**src/rtl/microcode_sequencer.sv**
```systemverilog
// Control sequencer: decodes RV32I ops into a registered 16-bit control word and expands the
// custom MULU and MEMCOPY instructions into multi-cycle micro-op sequences.
module microcode_sequencer #(
   parameter int unsigned OPCODE_LENGTH = 7,
   parameter int unsigned FUNCT3_LENGTH = 3,
   parameter int unsigned FUNCT7_LENGTH = 7,
   parameter int unsigned CTRL_WIDTH    = 16,
   parameter int unsigned MUL_LATENCY   = 4,
   parameter int unsigned CNT_WIDTH     = 4
) (
   input  logic                     clk,
   input  logic                     reset,
   input  logic                     instr_valid,
   output logic                     instr_ready,
   input  logic [OPCODE_LENGTH-1:0] Opcode,
   input  logic [FUNCT3_LENGTH-1:0] Funct3,
   input  logic [FUNCT7_LENGTH-1:0] Funct7,
   input  logic [CNT_WIDTH-1:0]     copy_len,
   output logic [CTRL_WIDTH-1:0]    ctrl_word,
   output logic                     ctrl_valid,
   output logic                     uop_last,
   output logic [CNT_WIDTH-1:0]     copy_index,
   output logic                     illegal
);

   localparam int unsigned MulW = (MUL_LATENCY > 1) ? $clog2(MUL_LATENCY) : 1;

   localparam logic [3:0] AluAdd  = 4'd0;
   localparam logic [3:0] AluSub  = 4'd1;
   localparam logic [3:0] AluSll  = 4'd2;
   localparam logic [3:0] AluSlt  = 4'd3;
   localparam logic [3:0] AluSltu = 4'd4;
   localparam logic [3:0] AluXor  = 4'd5;
   localparam logic [3:0] AluSrl  = 4'd6;
   localparam logic [3:0] AluSra  = 4'd7;
   localparam logic [3:0] AluOr   = 4'd8;
   localparam logic [3:0] AluAnd  = 4'd9;
   localparam logic [3:0] AluMulu = 4'd11;

   localparam logic [15:0] MulMidWord  = 16'h0160;
   localparam logic [15:0] MulLastWord = 16'h8160;
   localparam logic [15:0] LwWord      = 16'hF003;
   localparam logic [15:0] SwWord      = 16'h4803;

   typedef enum logic [1:0] {StIdle, StMul, StCpyRd, StCpyWr} state_e;

   state_e              state_q, state_d;
   logic [MulW-1:0]     mul_cnt_q, mul_cnt_d;
   logic [CNT_WIDTH-1:0] count_q, count_d;
   logic [CNT_WIDTH-1:0] idx_q, idx_d;
   logic [15:0]         ctrl_q, ctrl_d;
   logic                valid_q, valid_d;
   logic                last_q, last_d;
   logic                illegal_q, illegal_d;

   logic [6:0]  op;
   logic [2:0]  f3;
   logic [6:0]  f7;
   logic [3:0]  alu_f3;
   logic        f7_zero, f7_alt;
   logic [15:0] dec_word;
   logic        dec_illegal, is_mul, is_cpy, cpy_final;

   // Field order: regWrite immSel LoadMux MemRead MemWrite Jalr Branch ALU BranchSel LS
   function automatic logic [15:0] cw(input logic rw, input logic imm, input logic lm,
                                      input logic mr, input logic mw, input logic jr,
                                      input logic br, input logic [3:0] alu,
                                      input logic [1:0] bs, input logic [2:0] ls);
      return {rw, imm, lm, mr, mw, jr, br, alu, bs, ls};
   endfunction

   assign op      = 7'(Opcode);
   assign f3      = 3'(Funct3);
   assign f7      = 7'(Funct7);
   assign f7_zero = (f7 == 7'b0000000);
   assign f7_alt  = (f7 == 7'b0100000);

   always_comb begin
      alu_f3 = AluAdd;
      unique case (f3)
         3'b000: alu_f3 = AluAdd;
         3'b001: alu_f3 = AluSll;
         3'b010: alu_f3 = AluSlt;
         3'b011: alu_f3 = AluSltu;
         3'b100: alu_f3 = AluXor;
         3'b101: alu_f3 = AluSrl;
         3'b110: alu_f3 = AluOr;
         3'b111: alu_f3 = AluAnd;
         default: alu_f3 = AluAdd;
      endcase
   end

   always_comb begin
      dec_word    = 16'h0000;
      dec_illegal = 1'b0;
      is_mul      = 1'b0;
      is_cpy      = 1'b0;
      case (op)
         7'b0110011: begin
            if (f7_zero) dec_word = cw(1, 0, 0, 0, 0, 0, 0, alu_f3, 2'b00, 3'b000);
            else if (f7_alt && f3 == 3'b000) dec_word = cw(1, 0, 0, 0, 0, 0, 0, AluSub, 2'b00, 3'b000);
            else if (f7_alt && f3 == 3'b101) dec_word = cw(1, 0, 0, 0, 0, 0, 0, AluSra, 2'b00, 3'b000);
            else dec_illegal = 1'b1;
         end
         7'b0010011: begin
            if (f3 == 3'b001 && !f7_zero) dec_illegal = 1'b1;
            else if (f3 == 3'b101 && f7_alt) dec_word = cw(1, 1, 0, 0, 0, 0, 0, AluSra, 2'b00, 3'b000);
            else if (f3 == 3'b101 && !f7_zero) dec_illegal = 1'b1;
            else dec_word = cw(1, 1, 0, 0, 0, 0, 0, alu_f3, 2'b00, 3'b000);
         end
         7'b0000011: begin
            // LS encodes the access as funct3+1 so that 0 never means a memory op
            if (f3 == 3'b011 || f3 == 3'b110 || f3 == 3'b111) dec_illegal = 1'b1;
            else dec_word = cw(1, 1, 1, 1, 0, 0, 0, AluAdd, 2'b00, 3'(f3 + 3'd1));
         end
         7'b0100011: begin
            if (f3[2] || f3 == 3'b011) dec_illegal = 1'b1;
            else dec_word = cw(0, 1, 0, 0, 1, 0, 0, AluAdd, 2'b00, 3'(f3 + 3'd1));
         end
         7'b1100011: begin
            if (f3[2:1] == 2'b01) dec_illegal = 1'b1;
            else dec_word = cw(0, 0, 0, 0, 0, 0, 1,
                               f3[2] ? (f3[1] ? AluSltu : AluSlt) : AluSub,
                               {f3[2], f3[0]}, 3'b000);
         end
         7'b1100111: begin
            if (f3 == 3'b000) dec_word = cw(1, 1, 0, 0, 0, 1, 0, AluAdd, 2'b00, 3'b000);
            else dec_illegal = 1'b1;
         end
         7'b0111111: is_mul = 1'b1;
         7'b1111111: is_cpy = 1'b1;
         default:    dec_illegal = 1'b1;
      endcase
   end

   assign instr_ready = (state_q == StIdle);
   assign cpy_final   = (idx_q == CNT_WIDTH'(count_q - 1'b1));

   always_comb begin
      state_d   = state_q;
      mul_cnt_d = mul_cnt_q;
      count_d   = count_q;
      idx_d     = idx_q;
      ctrl_d    = 16'h0000;
      valid_d   = 1'b0;
      last_d    = 1'b0;
      illegal_d = 1'b0;
      unique case (state_q)
         StIdle: begin
            idx_d = '0;
            if (instr_valid) begin
               valid_d = 1'b1;
               if (is_mul) begin
                  state_d   = StMul;
                  mul_cnt_d = MulW'(MUL_LATENCY - 1);
                  ctrl_d    = (MUL_LATENCY == 1) ? MulLastWord : MulMidWord;
                  last_d    = (MUL_LATENCY == 1);
               end else if (is_cpy && copy_len != '0) begin
                  state_d = StCpyRd;
                  count_d = copy_len;
                  ctrl_d  = LwWord;
               end else begin
                  ctrl_d    = dec_word;
                  last_d    = 1'b1;
                  illegal_d = dec_illegal;
               end
            end
         end
         StMul: begin
            // mul_cnt_q counts control cycles still to emit after the current one
            if (mul_cnt_q == '0) begin
               state_d = StIdle;
            end else begin
               mul_cnt_d = mul_cnt_q - 1'b1;
               valid_d   = 1'b1;
               last_d    = (mul_cnt_q == MulW'(1));
               ctrl_d    = last_d ? MulLastWord : MulMidWord;
            end
         end
         StCpyRd: begin
            state_d = StCpyWr;
            valid_d = 1'b1;
            ctrl_d  = SwWord;
            last_d  = cpy_final;
         end
         StCpyWr: begin
            if (cpy_final) begin
               state_d = StIdle;
               idx_d   = '0;
            end else begin
               state_d = StCpyRd;
               idx_d   = idx_q + 1'b1;
               valid_d = 1'b1;
               ctrl_d  = LwWord;
            end
         end
         default: state_d = StIdle;
      endcase
   end

   always_ff @(posedge clk) begin
      if (reset) begin
         state_q   <= StIdle;
         mul_cnt_q <= '0;
         count_q   <= '0;
         idx_q     <= '0;
         ctrl_q    <= '0;
         valid_q   <= 1'b0;
         last_q    <= 1'b0;
         illegal_q <= 1'b0;
      end else begin
         state_q   <= state_d;
         mul_cnt_q <= mul_cnt_d;
         count_q   <= count_d;
         idx_q     <= idx_d;
         ctrl_q    <= ctrl_d;
         valid_q   <= valid_d;
         last_q    <= last_d;
         illegal_q <= illegal_d;
      end
   end

   assign ctrl_word  = CTRL_WIDTH'(ctrl_q);
   assign ctrl_valid = valid_q;
   assign uop_last   = last_q;
   assign copy_index = idx_q;
   assign illegal    = illegal_q;

endmodule
```
**config.mk**
```make
export PLATFORM = sky130hd
export DESIGN_NAME = microcode_sequencer
export DESIGN_NICKNAME = d
export VERILOG_FILES = /design/src/rtl/microcode_sequencer.sv
export SDC_FILE = /design/constraint.sdc
export NUM_CORES = 1
export LEC_CHECK = 0
export ABC_AREA = 1
export ABC_CLOCK_PERIOD_IN_PS = 2000
export BUFFER_PORTS_ARGS = -buffer_cell sky130_fd_sc_hd__buf_2
export CORE_ASPECT_RATIO = 1.25
export CORE_UTILIZATION = 45
export DETAILED_ROUTE_END_ITERATION = 16
export GPL_TIMING_DRIVEN = 0
export PLACE_DENSITY = 0.69
export SETUP_SLACK_MARGIN = 0.15
export SLEW_MARGIN = 20
export SYNTH_ARGS = -nofsm -noshare
export SYNTH_HDL_FRONTEND = slang
export SYNTH_SLANG_ARGS = --single-unit
export TNS_END_PERCENT = 20
```
**constraint.sdc**
```tcl
create_clock -name clk -period 2 [get_ports clk]
set_input_delay 0.3 -clock clk [delete_from_list [all_inputs] [get_ports clk]]
set_output_delay 0.3 -clock clk [all_outputs]
set_load 0.05 [all_outputs]
```
; ---- Word level (Yosys, flattened, before mapping)
; Memory sizes are Yosys's and may differ from the RTL's.
; Index checks and enable logic that the tools add are counted.
[classes]
addsub = 4
n_eq_ne = 25
mux = 54
bitwise_logic = 3
n_reduce_logical = 21
[ops]
columns = operator, n
row1 = $mux 16, 14
row2 = $pmux 16 s6, 1
row3 = $pmux 16 s4, 1
row4 = $eq 7x6->1 const B, 4
row5 = $eq 7x7->1 const B, 3
row6 = $mux 1, 19
row7 = $mux 2, 8
row8 = $mux 15, 1
row9 = $mux 10, 1
row10 = $eq 3x3->1 const B, 3
row11 = $pmux 2 s4, 1
row12 = $pmux 4 s2, 1
row13 = $reduce_and 4->1, 2
row14 = $eq 7x2->1 const B, 1
row15 = $eq 7x5->1 const B, 1
row16 = $logic_not 7->1, 1
row17 = $pmux 1 s7, 1
row18 = $eq 2x1->1 const B, 3
row19 = $mux 3, 2
row20 = $ne 2x2->1 const B, 3
row21 = $logic_and 1x1->1, 5
row22 = $reduce_or 5->1, 1
row23 = $add 4x1->4 const B, 1
row24 = $eq 2x2->1 const B, 2
row25 = other kinds (21), 27
[word_totals]
regBits = 31
romBits = 32
inputBits = 24
out_inout_bits = 24
word_cells = 116
memories = 1
[mem_list]
columns = memory, words, width, read_ports, rd_ports_with_merged_regs, wr, line
row1 = (name not given), 8, 4, 1, 0, 0, 80  ; unique case (f3)

; ---- Longest topological paths before layout
[logic_depth]
depth_word = 11
depth_mapped = 13
depth_no_buf = 13

; ---- Worst setup path after synthesis
; Ideal clock, no wire load.
[synth_timing]
path_type = reg-to-reg
startpoint = register state_q[0]
endpoint = register ctrl_q[7] (netlist: ctrl_word[7])
setup_time_ns = 0.070
arrival_time_ns = 1.698
required_time_ns = 1.930
path_slack_ns = 0.232
path_stages_with_launch = 12
n_path_buf = 1
period_less_slack_ns = 1.768
cell_sequence = dfxtp_1 > inv_1 > ha_1 > buf_2 > nand2_2 > inv_2 > nand2_4 > nor2_4 > nand2_2 > inv_2 > nand2_1 > a21oi_1
[synth_between]
elab_chain_cells = 2
word_cells_on_any_way = 5
classes_between = eq/ne (3) / mux (1) / reduce/logical (1)
[synth_rtl]
columns = element, line
row1 = "start, declared", 47  ; state_e state_q, state_d;
row2 = "start signal, assigned", 203  ; state_q <= StIdle;
row3 = "start signal, assigned", 212  ; state_q <= state_d;
row4 = $logic_not 2->1, n/a
row5 = net instr_ready, 14  ; output logic instr_ready,
row6 = $pmux 16 s4, 148  ; unique case (state_q)
row7 = "end signal, assigned", 216  ; ctrl_q <= ctrl_d;
row8 = "end, declared", 51  ; logic [15:0] ctrl_q, ctrl_d;
; The timed path passes the listed nets, and every way through them passes these cells.
; A chain may end at the register's enable or synchronous reset.

; ---- Worst setup path in the final report
[layout_timing]
startpoint = register count_q[0]
endpoint = register state_q[1]
[layout_between]
elab_chain_cells = 4
[layout_rtl]
columns = element, line
row1 = "start, declared", 49  ; logic [CNT_WIDTH-1:0] count_q, count_d;
row2 = "start signal, assigned", 214  ; count_q <= count_d;
row3 = $sub 4x1->4, 137  ; assign cpy_final = (idx_q == CNT_WIDTH'(count_q - 1'b1));
row4 = $eq 4x4->1, 137
row5 = $mux 2, 187  ; if (cpy_final) begin
row6 = $pmux 2 s4, 148
; Every way passes these cells.

==> impl_metrics.yaml <==
final_layout:
  seq_area_um2: 600.6
  nets: 405
  multiInputGateArea_um2: 1256
  final_common_cell: "nand2_1"
  syn2layout_area_growth_pct: 19.05
  drive_gt1_frac: 0.2371
  n_antenna_cell: 0
  final_cell_mix: "nand2_1, buf_2, nor2_1, inv_1, dfxtp_1"
  utilization: 0.5573
  fill_cells: 460
drt:
  remaining_drc_errors: 0
  final_antenna_net_count: 0
  num_vias: 2075
  drtIter0Drc: 71
  via_per_inst: 4.882
  routedWlPerCell_um: 11.19
  drtPass1Iterations: 5
  wl_mm: 4.756
power:
  irDropWorstVdd_mv: 0.3511
  power.switching_uw: 833.4
  p_leak_uw: 0.001325
  total_power_uw: 1962
  intPower_uw: 1128
  p_seq_frac: 0.358
  power_per_cell_area_nw_per_um2: 801.5
  netSwitchingFraction: 0.4249
  comb_power_share: 0.413
  pwr-share-clk: 0.229
sta:
  slew_viol_final: 0
  fin_crit_ns: 1.670
  rsz0062_at_grt: "no"
  fin_skew_ns: 0.006719
  hold_viol_final: 0
  slew_headroom: 0.7277
  finalSetupTns_ns: 0
  tightest_slew_ns: 0.4069
  fin_crit_sh: 0.8349
  finalWorstSetupSlack_ns: 0.3301
  setup_viol: 0
  fmax_ghz: 0.5988
worst_hold_path:
  hold_path_depth: 3
  hold_path.class: "input pin to register"
  worstHoldStart: "copy_len[3]"
  min_to: "count_q[3]$_SDFFE_PP0P_"
cts:
  holdBufCountCts: 0
  clockRootBuffer: "clkbuf_8"
  cts_tree: "built"
  insertion_delay_ns: 0.28
  cts-buffers-inserted: 5
  clock_path_buffers: 2
  cts.sinks: 30
  cts.clk_slew.worst_paths_ns: 0.06
  htreeDepth: 2
  postCtsSetupRepairBufs: 0
synth:
  synth_cell_types: 29
  synth-seq-area-share: 0.2921
  synth.avg_cell_area_um2: 6.547
  synth_nets: 352
  ys_seq_elements: 30
  netlist_area_um2: 2056
  ys.warnings.count: 0
  syn_inst: 314
die:
  start_util: 0.4681
  dieArea_um2: 4844
  rows: 27
  die_x_um: 62.46
  die_h_um: 77.57
  ioPinCount: 48
  core_area_um2: 4392
critical_path:
  regToRegSetupSlack_ns: 0.33
  path_class: "register to register"
  critPathArrivalTime_ns: 1.84
  cp_slowest_stage_delay_ns: 0.35
  r2r-end: "state_q[1]$_SDFFE_PP0P_"
  crit_top_cell: "nand2_1"
  worstPathCellList: "inv_1 -> ha_1 -> xor2_1 -> nand2_1 -> nor2_1 -> nand2_1 -> nand3_4 -> nand2_1 -> o21ai_1 -> inv_1"
  crit_fanout: 6
  cp-end-kind: "register"
  r2r_start: "count_q[0]$_SDFFE_PP0P_"
  slowest_stage: "dfxtp_1"
  critPathLaunchType: "register"
  cp.required_ns: 2.17
  reg2reg_depth: 10
placement:
  port_buffers: 46
  dp_hpwl_mm: 3.889
  post-place-ws_ns: 0.2436
  routabilityCongestion: 0.8977
global_route:
  grt_pass1_vias: 2038
  grt_first_pass_wirelength_mm: 8.328
  antenna_found_initial: 0
  grt.overflow.total: 0
  grt_max_degree: 11
  grt_usage: 0.2171
status:
  outcome: "finished clean"
job:
  cap_viol_max_count: 0
[kinds of logic (layout without fill, tap and decap cells)]
| kind of cell | Yosys count | count (layout) | synth area share |
|---|---|---|---|
| flip-flops | 30 | 30 | 0.2922 |
| AND/OR/NAND/NOR | 177 | 177 | 0.4066 |
| adder cells (fa/ha/maj) | 14 | 14 | 0.08521 |
| buffers and inverters | 54 | 107 | 0.1029 |
| XOR/XNOR | 6 | 6 | 0.02556 |
| AO/OA/AOI/OAI | 33 | 33 | 0.08764 |
[how the worst max path moves through the flow]
stage	cells after the start	to	from	slack (ns)
6_report	10	state_q[1]$_SDFFE_PP0P_	count_q[0]$_SDFFE_PP0P_	0.33
5_1_grt	9	ctrl_word[6]$_SDFF_PP0_	state_q[0]$_SDFFE_PP0P_	0.16
2_1_floorplan	11	ctrl_word[7]$_SDFF_PP0_	state_q[0]$_SDFFE_PP0P_	0.23
4_1_cts	10	state_q[1]$_SDFFE_PP0P_	count_q[0]$_SDFFE_PP0P_	0.23
3_5_place_dp	10	state_q[1]$_SDFFE_PP0P_	count_q[0]$_SDFFE_PP0P_	0.24
3_3_place_gp	10	state_q[1]$_SDFFE_PP0P_	count_q[0]$_SDFFE_PP0P_	0.29
[Yosys cell counts (all sizes together)]
cell type	instances	area [um^2]
a211oi	2	15.01
a21oi	14	73.82
a31oi	1	6.260
buf	5	27.53
dfxtp	30	600.6
ha	14	175.2
inv	49	183.9
nand2	83	341.6
nand3	27	165.2
nand4	8	50.05
nor2	54	247.7
nor3	4	25.02
nor4	1	6.260
o211ai	1	7.510
o21a	1	7.510
o21ai	14	70.06
xnor2	1	8.760
xor2	5	43.79
[per-stage QoR]
| step | hold slack (ns) | cells | area (um^2) |
|---|---|---|---|
| finish | 0.2745 | 425 | 2447 |
| global route | 0.2988 | 425 | 2447 |
| CTS | 0.2796 | 425 | 2435 |
| detailed placement | 0.4677 | 418 | 2359 |
| global placement | 0.4586 | 418 | 2359 |
| floorplan | 0.4311 | 314 | 2056 |
[per-layer routing]
layer,part of all wire,wire length [um],global-route usage
met3,0.038,183,0.04118
met4,0.037,178,0.1279
met5,0,0,0
met2,0.52,2496,0.4109
met1,0.40,1897,0.2159
[area by class of cell]
cell class | instances | share of cell area
Multi-Input combinational cell | 230 | 0.5133
Sequential cell | 30 | 0.2454
Timing Repair Buffer | 46 | 0.09407
Inverter | 49 | 0.07515
Clock buffer | 7 | 0.03119
Tap cell | 58 | 0.02965
Buffer | 5 | 0.01125
[registers in the layout, indices dropped and copies added (netlist names)]
| register | count |
|---|---|
| copy_index | 4 |
| count_q | 4 |
| ctrl_valid | 1 |
| ctrl_word | 15 |
| illegal | 1 |
| mul_cnt_q | 2 |
| state_q | 2 |
| uop_last | 1 |
[power by group through the flow]
stage	combinational [uW]	clock [uW]	sequential [uW]
after floorplan	533	0	807
after global placement	786	0	711
after detailed placement	800	0	718
after CTS	806	458	704
after global routing	909	488	709
final	809	449	703
[critical path, delay by kind of cell, from the launching register on]
kind	cells	cell delay, ns
buf+inv	2	0.13
fa+ha+maj	1	0.30
simple gates	5	0.51
xor+xnor	1	0.13
flops	1	0.35
compound gates	1	0.14
[what timing repair did]
item / 4_1_cts / 5_1_grt
gates resized for setup: 0 / 2
setup endpoints to repair: 0 / 3
hold endpoints to repair: 0 / 0
Power figures use the tool's default switching activity.
